`src/rtl/comparador_pkg.sv`:
```
// Shared types for the MSB-first serial magnitude comparator.
// FSM state, (gt, lt) decision pair and the default operand width.
package comparador_pkg;

    typedef enum logic [1:0] {
        IDLE = 2'd0,
        RUN  = 2'd1,
        DONE = 2'd2
    } state_t;

    typedef struct packed {
        logic gt;
        logic lt;
    } dec_t;

    localparam int WIDTH_DEF = 8;

endpackage

```
`src/rtl/comparador_serial_i_d_celda.sv`:
```
// Left-to-right comparator cell: the first differing bit decides
// the result, and an existing decision is never overturned.
module celda_tipica_i_d (
    input  logic i_gt,
    input  logic i_lt,
    input  logic i_a,
    input  logic i_b,
    output logic o_gt,
    output logic o_lt
);

    assign o_gt = i_gt | (~i_lt & i_a & ~i_b);
    assign o_lt = i_lt | (~i_gt & ~i_a & i_b);

endmodule

```
`src/rtl/comparador_serial_i_d.sv`:
```
// Bit-serial magnitude comparator, operands MSB first.
// One bit pair per accepted handshake; flags latched when the last pair is taken.
module comparador_serial_i_d
    import comparador_pkg::*;
#(
    parameter int WIDTH = WIDTH_DEF
) (
    input  logic clk,
    input  logic rst_n,
    input  logic start,
    input  logic a_bit,
    input  logic b_bit,
    input  logic bit_valid,
    output logic bit_ready,
    output logic busy,
    output logic done,
    output logic a_gt_b,
    output logic a_lt_b,
    output logic a_eq_b
);

    localparam int CW = $clog2(WIDTH + 1);

    state_t        r_state;
    state_t        w_next;
    logic [CW-1:0] r_cnt;
    dec_t          r_dec;
    logic          w_gt;
    logic          w_lt;
    logic          w_acc;
    logic          w_last;
    logic          w_enter;
    logic          r_gt;
    logic          r_lt;
    logic          r_eq;

    celda_tipica_i_d u_celda (
        .i_gt (r_dec.gt),
        .i_lt (r_dec.lt),
        .i_a  (a_bit),
        .i_b  (b_bit),
        .o_gt (w_gt),
        .o_lt (w_lt)
    );

    assign w_acc   = bit_valid && (r_state == RUN);
    assign w_last  = w_acc && (r_cnt == CW'(WIDTH - 1));
    assign w_enter = (w_next == RUN) && (r_state != RUN);

    always_ff @(posedge clk or negedge rst_n) begin
        if (!rst_n) r_state <= IDLE;
        else        r_state <= w_next;
    end

    always_comb begin
        w_next = r_state;
        unique case (r_state)
            IDLE:    if (start) w_next = RUN;
            RUN:     if (w_last) w_next = DONE;
            DONE:    w_next = start ? RUN : IDLE;
            default: w_next = IDLE;
        endcase
    end

    // Decided bits keep being consumed so the stream stays aligned.
    always_ff @(posedge clk or negedge rst_n) begin
        if (!rst_n) begin
            r_cnt <= '0;
            r_dec <= '0;
        end else if (w_enter) begin
            r_cnt <= '0;
            r_dec <= '0;
        end else if (w_acc) begin
            r_cnt <= r_cnt + CW'(1);
            r_dec <= '{gt: w_gt, lt: w_lt};
        end
    end

    always_ff @(posedge clk or negedge rst_n) begin
        if (!rst_n) begin
            r_gt <= 1'b0;
            r_lt <= 1'b0;
            r_eq <= 1'b0;
        end else if (w_last) begin
            r_gt <= w_gt;
            r_lt <= w_lt;
            r_eq <= ~w_gt & ~w_lt;
        end
    end

    always_comb begin
        bit_ready = (r_state == RUN);
        busy      = (r_state == RUN);
        done      = (r_state == DONE);
        a_gt_b    = r_gt;
        a_lt_b    = r_lt;
        a_eq_b    = r_eq;
    end

endmodule

```
`config.mk`:
```
export PLATFORM = sky130hd
export DESIGN_NAME = comparador_serial_i_d
export DESIGN_NICKNAME = d
export VERILOG_FILES = /design/src/rtl/comparador_pkg.sv /design/src/rtl/comparador_serial_i_d_celda.sv /design/src/rtl/comparador_serial_i_d.sv
export SDC_FILE = /design/constraint.sdc
export NUM_CORES = 1
export LEC_CHECK = 0
export CAP_MARGIN = 10
export CORE_AREA = 8 8 45 47
export CTS_CLUSTER_DIAMETER = 100
export CTS_CLUSTER_SIZE = 40
export DETAILED_ROUTE_END_ITERATION = 10
export DIE_AREA = 0 0 53 55
export PLACE_DENSITY = 0.76
export REMOVE_ABC_BUFFERS = 1
export SYNTH_ARGS = -nofsm -noshare
export SYNTH_HDL_FRONTEND = slang
export SYNTH_HIERARCHICAL = 1
export SYNTH_SLANG_ARGS = --single-unit
```
`constraint.sdc`:
```
create_clock -name clk -period 1.4 [get_ports clk]
set_input_delay 0.35 -clock clk [delete_from_list [all_inputs] [get_ports clk]]
set_output_delay 0.35 -clock clk [all_outputs]
set_load 0.01 [all_outputs]
```
Yosys cells after proc, flatten, opt, wreduce, memory -nomap -nowiden
Index checks and enable logic that the tools add are counted.
{ "op_classes": {"reduce_logical": 5, "n_addsub": 1, "eq_ne": 5, "bitwise_logic": 13, "mux": 8} }
{ "ops": {"columns": ["op", "n"], "rows": [
  ["$mux W2", 4],
  ["$mux W4", 2],
  ["$not A1 Y1", 6],
  ["$pmux W2 S3", 1],
  ["$and A1 B1 Y1", 5],
  ["$add A4 B1 Y4 const B", 1],
  ["$eq A2 B1 Y1 const B", 2],
  ["$eq A4 B3 Y1 const B", 1],
  ["$logic_and A1 B1 Y1", 3],
  ["$eq A2 B2 Y1 const B", 1],
  ["$logic_not A2 Y1", 1],
  ["$ne A2 B1 Y1 const B", 1],
  ["$or A1 B1 Y1", 2],
  ["$reduce_bool A2 Y1", 1],
  ["$mux W1", 1]
]} }
{ "totals": {"register_bits": 11, "inputBits": 6, "elab_cells": 39, "out_inout_bits": 6} }

Depth between registers and ports, before layout
Gate-level depths: netlist of run 1.
{ "depth": {"word_depth": 8, "ltp_mapped": 4, "ltp_nobuf": 4} }

Cells and area by module
Netlist of run 1, hierarchy kept.
{ "modules_own_cells": {"columns": ["mod", "n_inst", "seq_area_each_um2", "area_each_um2", "cells_per_inst"], "rows": [
  ["comparador_serial_i_d", 1, 275.3, 545.5, 42],
  ["celda_tipica_i_d", 1, 0.0, 22.5, 4]
]} }

Worst setup path before layout of run 1
Ideal clock, no wire load.
{ "synth_path": {"path_type": "reg-to-reg", "startpoint": "register r_state[1]", "endpoint": "register r_eq, in the netlist a_eq_b", "setup_ns": 0.125, "required_ns": 1.275, "synth_period_minus_slack_ns": 1.286, "setup_slack_ns": 0.114, "n_path_buf": 0, "path_stages_with_launch": 4, "arrival_ns": 1.161, "path_cell_list": "dfrtp_1 nand4b_4 nor3b_4 mux2_2"} }
{ "synth_between": {"elab_chain_cells": 3} }
{ "synth_lines": {"columns": ["item", "line", "text"], "rows": [
  ["from (decl)", "comparador_serial_i_d.sv:24", "state_t r_state;"],
  ["from (signal assigned)", "comparador_serial_i_d.sv:52", "else r_state <= w_next;"],
  ["$eq A2 B1 Y1", "comparador_serial_i_d.sv:46", "assign w_acc = bit_valid && (r_state == RUN);"],
  ["$logic_and A1 B1 Y1", "comparador_serial_i_d.sv:46", null],
  ["$logic_and A1 B1 Y1", "comparador_serial_i_d.sv:47", "assign w_last = w_acc && (r_cnt == CW'(WIDTH - 1));"],
  ["to (signal assigned)", "comparador_serial_i_d.sv:87", "r_eq <= ~w_gt & ~w_lt;"],
  ["to (decl)", "comparador_serial_i_d.sv:35", "logic r_eq;"]
]} }
No other way between the ends.
A chain may end at the register's enable or synchronous reset.

Final worst setup path of run 1
{ "layout_path": {"startpoint": "register r_state[1]", "endpoint": "register r_gt, in the netlist a_gt_b"} }
{ "layout_between": {"elab_chain_cells": 3} }
{ "layout_lines": {"columns": ["item", "line", "text"], "rows": [
  ["$eq A2 B1 Y1", "comparador_serial_i_d.sv:46", null],
  ["$logic_and A1 B1 Y1", "comparador_serial_i_d.sv:46", null],
  ["$logic_and A1 B1 Y1", "comparador_serial_i_d.sv:47", null],
  ["to (signal assigned)", "comparador_serial_i_d.sv:85", "r_gt <= w_gt;"],
  ["to (decl)", "comparador_serial_i_d.sv:33", "logic r_gt;"]
]} }
No other way between the ends.

==> impl_metrics.ini, run 1 <==
[placed_design]
io_buffers = 11
place_congestion = 0.742
dp_hpwl_um = 900
placed_cells = 82

[pwr]
ir_drop_uv = 1230
p_per_area_nw_per_um2 = 1960
p_leak_nw = 0.406

[finish]
final_common_cell = buf_4
mostFrequentLayoutCells = 13 x buf_4, 11 x dfrtp_1
stdcell_count = 89
drive_gt1_share_pct = 41.1
finish.utilization_pct = 59.5
area.growth.synth_to_final_pct = 44.9
layout.nets = 81
diodes = 0

[sta]
setup_viol = 5
fin_crit_sh_pct = 104
max_freq_mhz = 685
grt_setup_unrepaired = true
max_slew_margin_pct = 78.8
setup_ws_ns = -0.0594
worstMarginPinSlew_ns = 0.317
hold_viol = 0
slew_viol_final = 0
period_minus_slack_ns = 1.46
finClkSkew_ns = 0.000316

[global_route]
grt_pass1_vias = 476
track_usage_pct = 9.49
antenna_found_initial = 0
grt_pass1_wl_um = 2050
overflow = 0
grt_max_degree = 12

[synthesis]
yosysWarnings = 6
yosysUniqueCellTypes = 20
synth_seq_cells = 11
syn_avg_cell_area_um2 = 12.3
syn_area_um2 = 568
synth_seq_area_share_pct = 48.5
syn_inst = 46

[clock_network]
clockBufferDepth = 2
clkLatencyLatePin_ns = 0.26
cts_tree = done
htree_levels = 1
clkSinkCount = 11
clock-root-buffer = clkbuf_4
cts_hold_buf = 0
clk_pin_slew_ns = 0.07
cts_buffers = 3

[die]
placementRows = 14
core_area_um2 = 1380
fp.dieArea_um2 = 2920
die_y_um = 55
die_w_um = 53
start_util_pct = 41.0
num_io_pins = 12

[route]
routedWlPerCell_um = 13.9
vias_per_cell = 4.89
drtAntennaViolNets = 0
drcViolationCount = 0
vias = 435
routed_wl_um = 1240
drtIter0Drc = 0
drtPass1Iterations = 1

[status]
violations = setup timing
status = finished, violations left

[worst_setup_path]
critPathRequiredTime_ns = 1.55
critical_path_arrival_ns = 1.61
path_class = reg -> reg
crit_path_end_kind = register
crit_fanout = 4
critPathLaunchType = register

[flow_run]
maxCapViolations = 0

[hold_path]
hold_class = in -> async
[cells by family after synthesis]
family                   Yosys count  synth area share, %
multiplexers                       6                 11.9
buffers and inverters              3                 2.86
flip-flops                        11                 48.5
AO/OA/AOI/OAI                     10                 13.7
AND/OR/NAND/NOR                   13                 17.8
adder cells (fa/ha/maj)            1                 2.20
XOR/XNOR                           2                 3.08
[final cells by class]
class	count	area (µm²)
fill	123	561
multi-input combinational	32	299
sequential	11	275
timing repair buffer	25	199
clock buffer	4	26.3
tap	16	20.0
inverter	1	3.75
[critical path, cell delays in order (launching register included)]
cell and delay (ns):
dfrtp_1 0.40, buf_6 0.12, nand4b_4 0.17, nor3b_4 0.33, mux2_4 0.33
[timing repair]
item                       4_1_cts  5_1_grt
hold endpoints to repair         0        0
pin swaps                        1        1
setup buffers                    1        2
setup endpoints to repair       13        7
resized for setup               12       10
[through the flow]
stage / TNS (ns) / total power, mW / setup WS, ns / area [µm²] / hold WS, ns
final: -0.179 / 1.62 / -0.0594 / 823 / 0.379
after floorplan: 0 / 0.992 / 0.0297 / 556 / 0.0544
after global routing: -0.537 / 1.73 / -0.127 / 823 / 0.399
after CTS: -0.353 / 1.58 / -0.0932 / 792 / 0.378
after detailed placement: -3.33 / 1.41 / -0.412 / 768 / 0.502
after global placement: -3.08 / 1.38 / -0.377 / 768 / 0.499
[worst paths after layout]
check,end,cells past startpoint,slack [ns],start
max,a_gt_b,4,-0.06,r_state[1]
min reg2reg,a_lt_b,1,0.51,a_lt_b
min,r_cnt[0],2,0.38,rst_n
max in group asynchronous,r_state[1],2,0.88,rst_n
max reg2reg,a_gt_b,4,-0.06,r_state[1]
min in group clk,a_lt_b,1,0.51,a_lt_b
[state kept, by name (all words and copies together) (netlist names)]
signal / flops
a_eq_b: 1
a_gt_b: 1
a_lt_b: 1
r_cnt: 4
r_dec: 2
r_state: 2
[synth_stat cells, drive strengths merged]
| cell type | instances | share of area [%] |
|---|---|---|
| nor2b | 1 | 1.1 |
| mux2 | 6 | 12 |
| o31ai | 1 | 1.3 |
| dfrtp | 11 | 48 |
| nor3b | 2 | 4.6 |
| nand2 | 1 | 0.66 |
| buf | 2 | 2.2 |
| nor2 | 4 | 2.6 |
| inv | 1 | 0.66 |
| a22o | 4 | 6.2 |
| nand3b | 1 | 1.3 |
| o21ai | 1 | 0.88 |
| o211ai | 1 | 1.3 |
| nand4b | 1 | 4.2 |
| ha | 1 | 2.2 |
| a21o | 3 | 4.0 |
| nand2b | 3 | 3.3 |
| xnor2 | 2 | 3.1 |
[per-layer routing]
metal / wire length [µm] / track usage (%) / up-vias
li1: - / - / 218
met1: 585 / 10.1 / 211
met2: 623 / 16.8 / 6
met3: 27 / 3.21 / 0
met4: 0 / 3.88 / 0
met5: 0 / 0 / -
[where the power goes]
group / total [mW] / internal (mW) / switching [mW]
sequential: 0.569 / 0.456 / 0.113
clock: 0.218 / 0.110 / 0.108
combinational: 0.830 / 0.490 / 0.339
total: 1.62 / 1.06 / 0.560
Power figures use the tool's default switching activity.
==> inputs of run 2 (changes only) <==
--- a/config.mk
+++ b/config.mk
@@ -6,13 +6,14 @@
 export NUM_CORES = 1
 export LEC_CHECK = 0
 export CAP_MARGIN = 10
-export CORE_AREA = 8 8 45 47
+export CORE_MARGIN = 8
+export CORE_UTILIZATION = 35
 export CTS_CLUSTER_DIAMETER = 100
 export CTS_CLUSTER_SIZE = 40
 export DETAILED_ROUTE_END_ITERATION = 10
-export DIE_AREA = 0 0 53 55
-export PLACE_DENSITY = 0.76
+export PLACE_DENSITY = 0.65
 export REMOVE_ABC_BUFFERS = 1
+export SLEW_MARGIN = 25
 export SYNTH_ARGS = -nofsm -noshare
 export SYNTH_HDL_FRONTEND = slang
 export SYNTH_HIERARCHICAL = 1
==> run 2 against run 1 <==
  * The flow still finishes with violations (setup timing)
  * Clock skew grew 0.0073 ns
  * Register-to-register slack lost 0.02 ns
  * Count of clock-buffer cells in the layout fell by 1
  * Via count fell by 1.8%
  * Cell count shrank 4.5%
  * Die area is 8.7% higher
  * Total power is 2.6% lower
  * Global-route usage decreased by 1.5 points
  * Clock power about the same
  * Critical path type unchanged
  * Largest power group unchanged
  * Highest routed layer is now met4
==> impl_metrics.ini, run 2 (synthesis gave the netlist of run 1 again) <==
[pwr]
ir_drop_uv = 938
p_leak_nw = 0.385
total_power_mw = 1.58
p_per_area_nw_per_um2 = 1990

[worst_setup_path]
r2r-start = r_state[1]
crit_chain = buf_6 > nand4b_4 > nor3b_4 > mux2_4
crit_fanout = 4
crit_path_end_kind = register
cp_slowest_cell = dfrtp_1
critPathRequiredTime_ns = 1.57
critPathLaunchType = register
max_stage_delay_ns = 0.41
path_class = reg -> reg
rr_endpoint = a_gt_b
reg2reg_depth = 4
r2r_slack_ns = -0.08
critical_path_arrival_ns = 1.64

[finish]
finalInstanceArea_um2 = 793
largest_reg_flops = 4
drive_gt1_share_pct = 37.7
regMostFlops = r_cnt
final_common_cell = dfrtp_1
diodes = 0
top_regs = r_cnt x4, r_dec x2, r_state x2
layout.nets = 77
fill_cells = 141
mostFrequentLayoutCells = 11 x dfrtp_1, 9 x buf_4
area.growth.synth_to_final_pct = 39.6

[placed_design]
place_area_um2 = 753
io_buffers = 11
dp_hpwl_um = 848
place_congestion = 0.739

[sta]
max_slew_margin_pct = 79.5
setup_ws_ns = -0.0756
max_freq_mhz = 678
worstMarginPinSlew_ns = 0.307
finClkSkew_ns = 0.00760
holdWs_ns = 0.360
fin_crit_sh_pct = 105
slew_viol_final = 0
setup_viol = 6
period_minus_slack_ns = 1.48
grt_setup_unrepaired = true
hold_viol = 0

[route]
met2_length_um = 493
drtIter0Drc = 7
drcViolationCount = 0
vias = 427
vias_per_cell = 5.02
drtAntennaViolNets = 0
highest_layer = met4
routedWlPerCell_um = 13.8
wl_met1_um = 578
drtPass1Iterations = 4
wl_met3_um = 82
routed_wl_um = 1180

[clock_network]
clk_pin_slew_ns = 0.07
htree_levels = 1
cts_hold_buf = 0
clockBufferDepth = 2
clock-root-buffer = clkbuf_4
clkLatencyLatePin_ns = 0.28
cts_tree = done
cts_buffers = 3
clkSinkCount = 11

[status]
violations = setup timing
status = finished, violations left

[die]
core_area_um2 = 1510
die_w_um = 56.3
start_util_pct = 37.7
num_io_pins = 12
die_y_um = 56.3
fp.dieArea_um2 = 3170
placementRows = 14

[global_route]
overflow = 0
antenna_found_initial = 0
grt_max_degree = 12
grt_pass1_vias = 446
grt_pass1_wl_um = 2010
track_usage_pct = 7.97

[flow_run]
maxCapViolations = 0

[hold_path]
hold_class = in -> async
-- run 2: cell count changes in the layout (fill, tap and decap cells not counted) --
cell,delta
buf_2,+1
buf_4,-4
clkbuf_1,-1
clkbuf_2,-2
clkdlybuf4s15_2,+1
clkinv_2,+1
nand2b_1,+1
nand2b_4,-1
-- run 2: critical path: cells and delay by family (launching register included) --
kind,cells,cell delay (ns)
buffers and inverters,1,0.13
AND/OR/NAND/NOR,2,0.49
flip-flops,1,0.41
multiplexers,1,0.34
-- run 2: worst max-delay path by stage --
| stage | from | cells after the start | slack, ns | endpoint |
|---|---|---|---|---|
| after floorplan | r_state[0] | 3 | 0.03 | a_eq_b |
| after global placement | bit_valid | 4 | -0.40 | a_gt_b |
| after detailed placement | bit_valid | 4 | -0.42 | a_lt_b |
| after CTS | r_state[1] | 4 | -0.11 | a_eq_b |
| after global routing | r_state[1] | 4 | -0.13 | a_gt_b |
| final | r_state[1] | 4 | -0.08 | a_gt_b |
-- run 2: metal layers --
metal | GRT usage (%) | vias up
li1 | - | 209
met1 | 10.2 | 201
met2 | 10.1 | 13
met3 | 4.72 | 4
met4 | 3.78 | 0
met5 | 0 | -
-- run 2: area by class of cell --
type	instances	area (µm²)	area share [%]
clock buffers	3	22.5	2.84
repair buffers	21	175	22.1
multi-input cells	32	292	36.8
clock inverters	1	5.00	0.631
inverters	1	3.75	0.473
well taps	16	20.0	2.52
flip-flops and latches	11	275	34.7
-- run 2: metrics by stage --
step	util [%]	cells	setup slack (ns)	setup TNS (ns)
after global routing	52.7	85	-0.128	-0.531
after CTS	52.5	85	-0.114	-0.381
after global placement	50.0	80	-0.403	-2.82
after detailed placement	50.0	80	-0.423	-2.96
final	52.7	85	-0.0756	-0.245
after floorplan	-	44	0.0297	0
-- run 2: power by group --
part	switching, mW	internal, mW
Sequential	0.113	0.456
Clock	0.113	0.106
Combinational	0.324	0.463
Total	0.550	1.03
-- run 2: what timing repair did --
action | 4_1_cts | 5_1_grt
setup buffers | 1 | 0
setup endpoints to repair | 9 | 7
cloned | 0 | 0
gates resized for setup | 16 | 5
pin swaps | 1 | 1
==> inputs of run 3 (changes only) <==
--- a/config.mk
+++ b/config.mk
@@ -6,12 +6,12 @@
 export NUM_CORES = 1
 export LEC_CHECK = 0
 export CAP_MARGIN = 10
-export CORE_MARGIN = 8
-export CORE_UTILIZATION = 35
+export CORE_AREA = 8 8 45 47
 export CTS_CLUSTER_DIAMETER = 100
 export CTS_CLUSTER_SIZE = 40
 export DETAILED_ROUTE_END_ITERATION = 10
-export PLACE_DENSITY = 0.65
+export DIE_AREA = 0 0 53 55
+export PLACE_DENSITY = 0.76
 export REMOVE_ABC_BUFFERS = 1
 export SLEW_MARGIN = 25
 export SYNTH_ARGS = -nofsm -noshare
==> results of run 3 <==
Same layout as run 1: the final DEF is identical, and so are final timing and power.
